[src/rtl/instr_fetch_queue.sv]
// Instruction fetch queue: a single-outstanding fetch FSM feeding a DEPTH-entry
// FIFO of {pc, instr}. A redirect flushes the queue and restarts fetch at redirect_pc.
module instr_fetch_queue #(
  parameter int ADDR_W  = 10,
  parameter int INSTR_W = 19,
  parameter int DEPTH   = 4
) (
  input  logic               clk,
  input  logic               rst,
  output logic               mem_req,
  output logic [ADDR_W-1:0]  mem_addr,
  input  logic               mem_gnt,
  input  logic               mem_rvalid,
  input  logic [INSTR_W-1:0] mem_rdata,
  input  logic               redirect_valid,
  input  logic [ADDR_W-1:0]  redirect_pc,
  output logic               ins_valid,
  output logic [INSTR_W-1:0] ins_data,
  output logic [ADDR_W-1:0]  ins_pc,
  input  logic               ins_ready
);
  localparam int PW = $clog2(DEPTH);
  localparam int CW = PW + 1;
  localparam logic [CW-1:0] FULL = CW'(DEPTH);

  typedef enum logic [1:0] {IDLE, REQ, WAIT} state_t;
  typedef struct packed {
    logic [ADDR_W-1:0]  pc;
    logic [INSTR_W-1:0] data;
  } entry_t;

  state_t            state, state_nxt;
  logic [ADDR_W-1:0] fetch_pc, fetch_pc_nxt;
  logic [CW-1:0]     count, count_nxt;
  logic              drop, drop_nxt;
  logic [PW-1:0]     wr_ptr, rd_ptr;
  logic              push, pop;
  entry_t            q [DEPTH];
  entry_t            head, push_entry;

  assign pop  = ins_valid && ins_ready && !redirect_valid;
  assign push = (state == WAIT) && mem_rvalid && !drop && !redirect_valid;

  always_comb begin
    count_nxt = count;
    if (redirect_valid)    count_nxt = '0;
    else if (push && !pop) count_nxt = count + CW'(1);
    else if (pop && !push) count_nxt = count - CW'(1);
  end

  always_comb begin
    state_nxt    = state;
    fetch_pc_nxt = fetch_pc;
    drop_nxt     = drop;
    mem_req      = 1'b0;
    mem_addr     = '0;
    case (state)
      IDLE: begin
        if (redirect_valid) begin
          state_nxt    = REQ;
          fetch_pc_nxt = redirect_pc;
        end else if (count < FULL) begin
          state_nxt = REQ;
        end
      end
      REQ: begin
        mem_req  = 1'b1;
        mem_addr = fetch_pc;
        if (mem_gnt) begin
          state_nxt = WAIT;
          if (redirect_valid) begin
            // the granted word belongs to the old stream; drop it on return
            fetch_pc_nxt = redirect_pc;
            drop_nxt     = 1'b1;
          end else begin
            fetch_pc_nxt = fetch_pc + ADDR_W'(1);
          end
        end else if (redirect_valid) begin
          fetch_pc_nxt = redirect_pc;
        end
      end
      WAIT: begin
        if (mem_rvalid) begin
          drop_nxt  = 1'b0;
          state_nxt = (count_nxt < FULL) ? REQ : IDLE;
          if (redirect_valid) fetch_pc_nxt = redirect_pc;
        end else if (redirect_valid) begin
          drop_nxt     = 1'b1;
          fetch_pc_nxt = redirect_pc;
        end
      end
      default: state_nxt = IDLE;
    endcase
  end

  always_ff @(posedge clk or posedge rst) begin
    if (rst) begin
      state    <= IDLE;
      fetch_pc <= '0;
      count    <= '0;
      drop     <= 1'b0;
      wr_ptr   <= '0;
      rd_ptr   <= '0;
    end else begin
      state    <= state_nxt;
      fetch_pc <= fetch_pc_nxt;
      count    <= count_nxt;
      drop     <= drop_nxt;
      if (redirect_valid) begin
        wr_ptr <= '0;
        rd_ptr <= '0;
      end else begin
        if (push) wr_ptr <= wr_ptr + PW'(1);
        if (pop)  rd_ptr <= rd_ptr + PW'(1);
      end
    end
  end

  // Any push is for an undropped request, so fetch_pc sits exactly one past it.
  always_comb begin
    push_entry.pc   = fetch_pc - ADDR_W'(1);
    push_entry.data = mem_rdata;
  end

  always_ff @(posedge clk) begin
    if (push) q[wr_ptr] <= push_entry;
  end

  assign head      = q[rd_ptr];
  assign ins_valid = (count != '0);
  assign ins_data  = ins_valid ? head.data : '0;
  assign ins_pc    = ins_valid ? head.pc   : '0;

endmodule

[config.mk]
export PLATFORM = sky130hd
export DESIGN_NAME = instr_fetch_queue
export DESIGN_NICKNAME = d
export VERILOG_FILES = /design/src/rtl/instr_fetch_queue.sv
export SDC_FILE = /design/constraint.sdc
export NUM_CORES = 1
export LEC_CHECK = 0
export ABC_AREA = 1
export CAP_MARGIN = 20
export CELL_PAD_IN_SITES_DETAIL_PLACEMENT = 0
export CELL_PAD_IN_SITES_GLOBAL_PLACEMENT = 1
export CORE_ASPECT_RATIO = 1.1
export CORE_MARGIN = 1.5
export CORE_UTILIZATION = 40
export DETAILED_ROUTE_END_ITERATION = 16
export PLACE_DENSITY = 0.84
export SYNTH_ARGS = -nofsm -noshare
export SYNTH_HDL_FRONTEND = slang
export SYNTH_SLANG_ARGS = --single-unit
[constraint.sdc]
create_clock -name clk -period 2.2 [get_ports clk]
set_input_delay 0.22 -clock clk [delete_from_list [all_inputs] [get_ports clk]]
set_output_delay 0.22 -clock clk [all_outputs]
set_load 0.03 [all_outputs]
# ---- Yosys cells after proc, flatten, opt, wreduce, memory -nomap -nowiden
# Memories as Yosys holds them, arrays and structs flattened.
# Cells that the tools add are included.
dict set report op_classes {
  addsub 6
  n_mul 0
  div_mod_pow 0
  n_lt_le_gt_ge 2
  eq_ne 5
  shift 0
  mux 27
  n_bitwise 0
  n_reduce_logical 20
}
# op n
set ops {}
lappend ops {{10-bit 2-to-1 mux} 5}
lappend ops {{10-bit one-hot mux with 2 select lines} 1}
lappend ops {{19-bit 2-to-1 mux} 1}
lappend ops {{2-bit 2-to-1 mux} 8}
lappend ops {{10-bit by 1-bit adder with 10-bit output (second input constant)} 1}
lappend ops {{10-bit by 1-bit subtractor with 10-bit output (second input constant)} 1}
lappend ops {{3-bit 2-to-1 mux} 3}
lappend ops {{2-bit nonzero test} 4}
lappend ops {{1-bit logical AND} 7}
lappend ops {{1-bit 2-to-1 mux} 7}
lappend ops {{3-bit less-than comparator (second input constant)} 2}
lappend ops {{2-bit one-hot mux with 3 select lines} 1}
lappend ops {{2-bit by 1-bit adder with 2-bit output (second input constant)} 2}
lappend ops {{1-bit logical NOT} 4}
lappend ops {{2-bit inequality test (second input constant)} 2}
lappend ops {{3-bit by 1-bit adder with 3-bit output (second input constant)} 1}
lappend ops {{3-bit inequality test (second input constant)} 1}
lappend ops {{3-bit AND reduction} 1}
lappend ops {{3-bit nonzero test} 1}
lappend ops {{3-bit by 1-bit subtractor with 3-bit output (second input constant)} 1}
lappend ops {{2-bit by 1-bit == test with 1-bit output (second input constant)} 1}
lappend ops {{2-bit == test (second input constant)} 1}
lappend ops {{2-bit logical NOT} 1}
lappend ops {{1-bit one-hot mux with 2 select lines} 1}
lappend ops {{2 further kinds} 2}
dict set report totals {
  regBits 20
  latch_bits 0
  mem_bits_rw 116
  rom_bits 0
  in_bits 35
  output_inout_bits 41
  wordCells 67
  memories 1
}
# name words width rd rd_clocked_by_memory_dff wr line_no
set mem_list {}
lappend mem_list {q 4 29 1 0 1 38} ;# entry_t q [DEPTH];

# ---- Logic depth before layout (Yosys ltp)
dict set report depth {
  word_depth 13
  mapped_depth 12
}

# ---- Worst setup path before layout
# Ideal clock, no wire load.
dict set report synth_timing {
  path_type {register to register}
  from {register state[0]}
  to {memory q[0][0] (netlist bit) (enable)}
  setup_ps 415
  arrival_ps 2007
  t_required_ps 1785
  path_slack_ps -222
  path_stages_with_launch 6
  period_less_slack_ps 2422
  cell_sequence {dfrtp_1 -> inv_1 -> nand2_2 -> nor2_4 -> nand3_4 -> nor2_1}
}
dict set report synth_between {
  elab_chain_cells 6
}
# item line_no
set synth_lines {}
lappend synth_lines {{from (decl)} 32} ;# state_t state, state_nxt;
lappend synth_lines {{from (signal assigned)} 105} ;# state <= state_nxt;
lappend synth_lines {{2-bit == test} 42} ;# assign push = (state == WAIT) && mem_rvalid && !drop && !redirect_valid;
lappend synth_lines {{1-bit logical AND (3 in a row)} 42}
lappend synth_lines {{1-bit 2-to-1 mux} 126} ;# if (push) q[wr_ptr] <= push_entry;
lappend synth_lines {{1-bit 2-to-1 mux (implied by the code)} 126}
lappend synth_lines {{to (decl)} 38}
# No other way between the ends.

# ---- Worst setup path in the final report
dict set report layout_timing {
  from {register count[0]}
  to {output ins_data[10]}
}
dict set report layout_between {
  elab_chain_cells 2
}
# item line_no
set layout_lines {}
lappend layout_lines {{from (decl)} 34} ;# logic [CW-1:0] count, count_nxt;
lappend layout_lines {{from (signal assigned)} 107} ;# count <= count_nxt;
lappend layout_lines {{3-bit nonzero test} 130} ;# assign ins_valid = (count != '0);
lappend layout_lines {{19-bit 2-to-1 mux} 131} ;# assign ins_data = ins_valid ? head.data : '0;
lappend layout_lines {{to (decl)} 18} ;# output logic [INSTR_W-1:0] ins_data,
# No other way between the ends.

==> run_results.csv <==
group,metric,value,unit
critical_path,critical_path_class,"flip-flop to output port",
global_routing,antenna_found_initial,0,
sta,grt_setup_unrepaired,"no",
critical_path,worstPathArrival,1.84,ns
yosys,synth_edf_count,116,
routing,drtIter0Drc,396,
global_routing,grt_pass1_wl,21.9,mm
sta,slew_headroom,65.3,%
routing,wirelength,13.4,mm
power_and_ir_drop,vdd_ir_drop_max,0.000687,V
clocking,ctsLongestPathBuffers,2,
yosys,syn-cell-area,0.00602,sq mm
routing,vias,4193,
clocking,cts.sinks,136,
critical_path,startpoint_type,"flip-flop",
critical_path,end_kind,"output port",
layout,final_cell_area,0.00773,sq mm
sta,worst_slew_pin_slew,0.520,ns
yosys,ys_seq_elements,136,
placed_design,place_ws,0.251,ns
yosys,synth.yosys.seq_area_share,66.1,%
clocking,ctsRootBufferMaster,"clkbuf_16",
layout,finalNetCount,680,
yosys,syn_nets,595,
sta,layout_min_cycle_time,2.06,ns
layout,drive_above_1_share,17.4,%
critical_path,worstPathMaxFanout,29,
clocking,htreeDepth,4,
critical_path,slowest_stage,"dfrtp_1",
hold_path,min_path_type,"input pin to asynchronous set/reset pin",
yosys,syn_inst,551,
sta,fin_crit_sh,93.5,%
clocking,post-cts-setup-buffer-count,0,
yosys,synth_most_common_cell,"nor2_1",
sta,finalWorstSetupSlack,0.142,ns
clocking,clk_pin_slew_worst_paths,0.05,ns
floorplanning,core_area,0.0146,sq mm
yosys,avgSynthCellArea,10.9,sq um
routing,avgViaCountPerCell,4.99,
floorplanning,row_count,46,
global_routing,first_global_vias,4264,
sta,hold_viol,0,
clocking,cts_made_buffers,17,
sta,fmax,0.486,GHz
sta,finClkSkew,0.00574,ns
floorplanning,start_util,41.4,%
layout,synthToLayoutAreaGrowth,28.3,%
global_routing,grt_max_degree,34,
placed_design,portBuffers,75,
placed_design,post-dp-hpwl,8.86,mm
yosys,synth.top_cell.area_share,57.8,%
routing,ant_nets,0,
yosys,ys_top_cells_by_count,"147 x nor2_1, 116 x edfxtp_1, 68 x o21ai_0, 35 x a21oi_1, 34 x inv_1",
sta,setup_viol,0,
sta,slew_viol_final,0,
critical_path,critical_path_required,1.98,ns
outcome,status,"finished, final reports clean",
floorplanning,die_h,132,microns
floorplanning,pin_count,76,
power_and_ir_drop,pwr_density_cell,1320,mW/mm^2
critical_path,crit_chain,"inv_1 -> ha_1 -> nand2_2 -> inv_1 -> buf_6 -> a21oi_1 -> buf_4",
routing,dr.pass1.iters,4,
floorplanning,die_area,0.0158,sq mm
critical_path,startpoint,"count[0]",
critical_path,slowest_delay,0.40,ns
critical_path,path_common_cell,"inv_1",
yosys,synth-main-ff-cell,"edfxtp_1",
critical_path,rr_startpoint,"fetch_pc[0]",
yosys,yosys_warnings,0,
placed_design,finalWeightedCongestion,0.880,
yosys,synth_area_leaders,"edfxtp_1 58%, nor2_1 9.2%, dfrtp_1 8.3%",
floorplanning,die_x,120,microns
power_and_ir_drop,p_leak,2.90,nW
layout,fillers,1243,
routing,wl_per_cell,15.9,microns
global_routing,grt_overflow_total,0,
yosys,synth_largest_area_cell,"edfxtp_1",
clocking,insertion_delay,0.41,ns
layout,diodes,0,
placed_design,post_dp_cell_area,0.00714,sq mm
clocking,cts_tree,"done",
flow_run,cap_violations,0,
global_routing,grt_usage,17.9,%
routing,drc,0,
critical_path,r2r_slack,0.34,ns
critical_path,crit_family,"buffers and inverters",
critical_path,worst-path-buf-inv,4,
yosys,async_flop_share,14.7,%
yosys,synth_cell_types,37,
cells in the final DEF (no fill, tap or decap), types with 4 or more instances in the layout:
master and n:
clkbuf_16 17, nor2_1 143, nand3_1 12, ha_1 9, dfrtp_1 19, buf_12 13
nand4_1 4, a21oi_2 12, nand2_1 23, nand2_2 4, nor2_4 7, dlygate4sd2_1 10
inv_2 6, xor2_1 10, a21oi_1 23, clkinv_1 6, o21ai_0 68, buf_4 32
edfxtp_1 116, clkdlybuf4s50_1 35, inv_1 34
path summary, 6_finish.rpt:
kind                       cells after the start            to
max reg2reg                                    5      q[1][27]
min reg2reg                                    2   fetch_pc[9]
max                                            7  ins_data[10]
max in group asynchronous                      3   fetch_pc[2]
min                                            2      count[0]
min in group clk                               3   fetch_pc[5]
worst register-to-register path, cell delays in order (launching register included):
cell     delay (ns)
dfrtp_1        0.42
inv_1          0.26
ha_1           0.26
nand4_1        0.15
nor3_1         0.20
xor2_1         0.35
layer usage:
layer	part of all wire (%)	routed length, microns	GRT usage (%)
met5	0	0	0
met4	1.9	253	7.80
met1	42	5560	21.9
met2	51	6820	30.2
met3	5.6	752	3.95
state kept, by name, summed over array words and instances, names as in the netlist:
| name | cells |
|---|---|
| state | 2 |
| wr_ptr | 2 |
| rd_ptr | 2 |
| drop | 1 |
| fetch_pc | 10 |
| count | 3 |
| q | 116 |
cell type report:
class                      count  area [sq um]  share of cell area, %
clock buffer                  19           433                   5.60
inverter                      40           150                   1.94
sequential                   136          3990                   51.6
tap                          192           240                   3.11
multi-input combinational    347          1820                   23.6
clock inverter                12           110                   1.42
timing repair buffer          94           985                   12.7
power breakdown:
part	switching [W]	internal (W)	total [W]	leakage, nW
combinational	0.00282	0.00150	0.00432	1.36
sequential	0.000164	0.00310	0.00326	1.29
clock	0.000985	0.00163	0.00262	0.254
total	0.00396	0.00623	0.0102	2.90
cells by family after synthesis:
kind of cell	Yosys count	synth area share [%]
adders and majority gates	9	1.87
and+or+nand+nor	206	14.8
buffers and inverters	68	4.82
AOI/OAI and AO/OA	120	10.6
DFF	136	66.1
xor gates and xnor gates	12	1.74
stage by stage:
step	hold WS, ns	std cells	util [%]	power (W)	TNS, ns
after CTS	0.157	840	52.7	0.0102	-0.130
final	0.144	840	53.1	0.0102	0
after floorplan	0.184	551	-	0.00590	-25.78
after global placement	0.480	809	49.0	0.00753	0
after global routing	0.199	840	53.1	0.0107	0
after detailed placement	0.490	809	49.0	0.00762	0
repair_timing:
| action | in CTS | in global routing |
|---|---|---|
| hold buffers | 0 | 0 |
| endpoints found under the setup margin | 15 | 27 |
| resized for setup | 10 | 16 |
| pin swaps | 0 | 0 |
(Power assumes the default switching activity.)
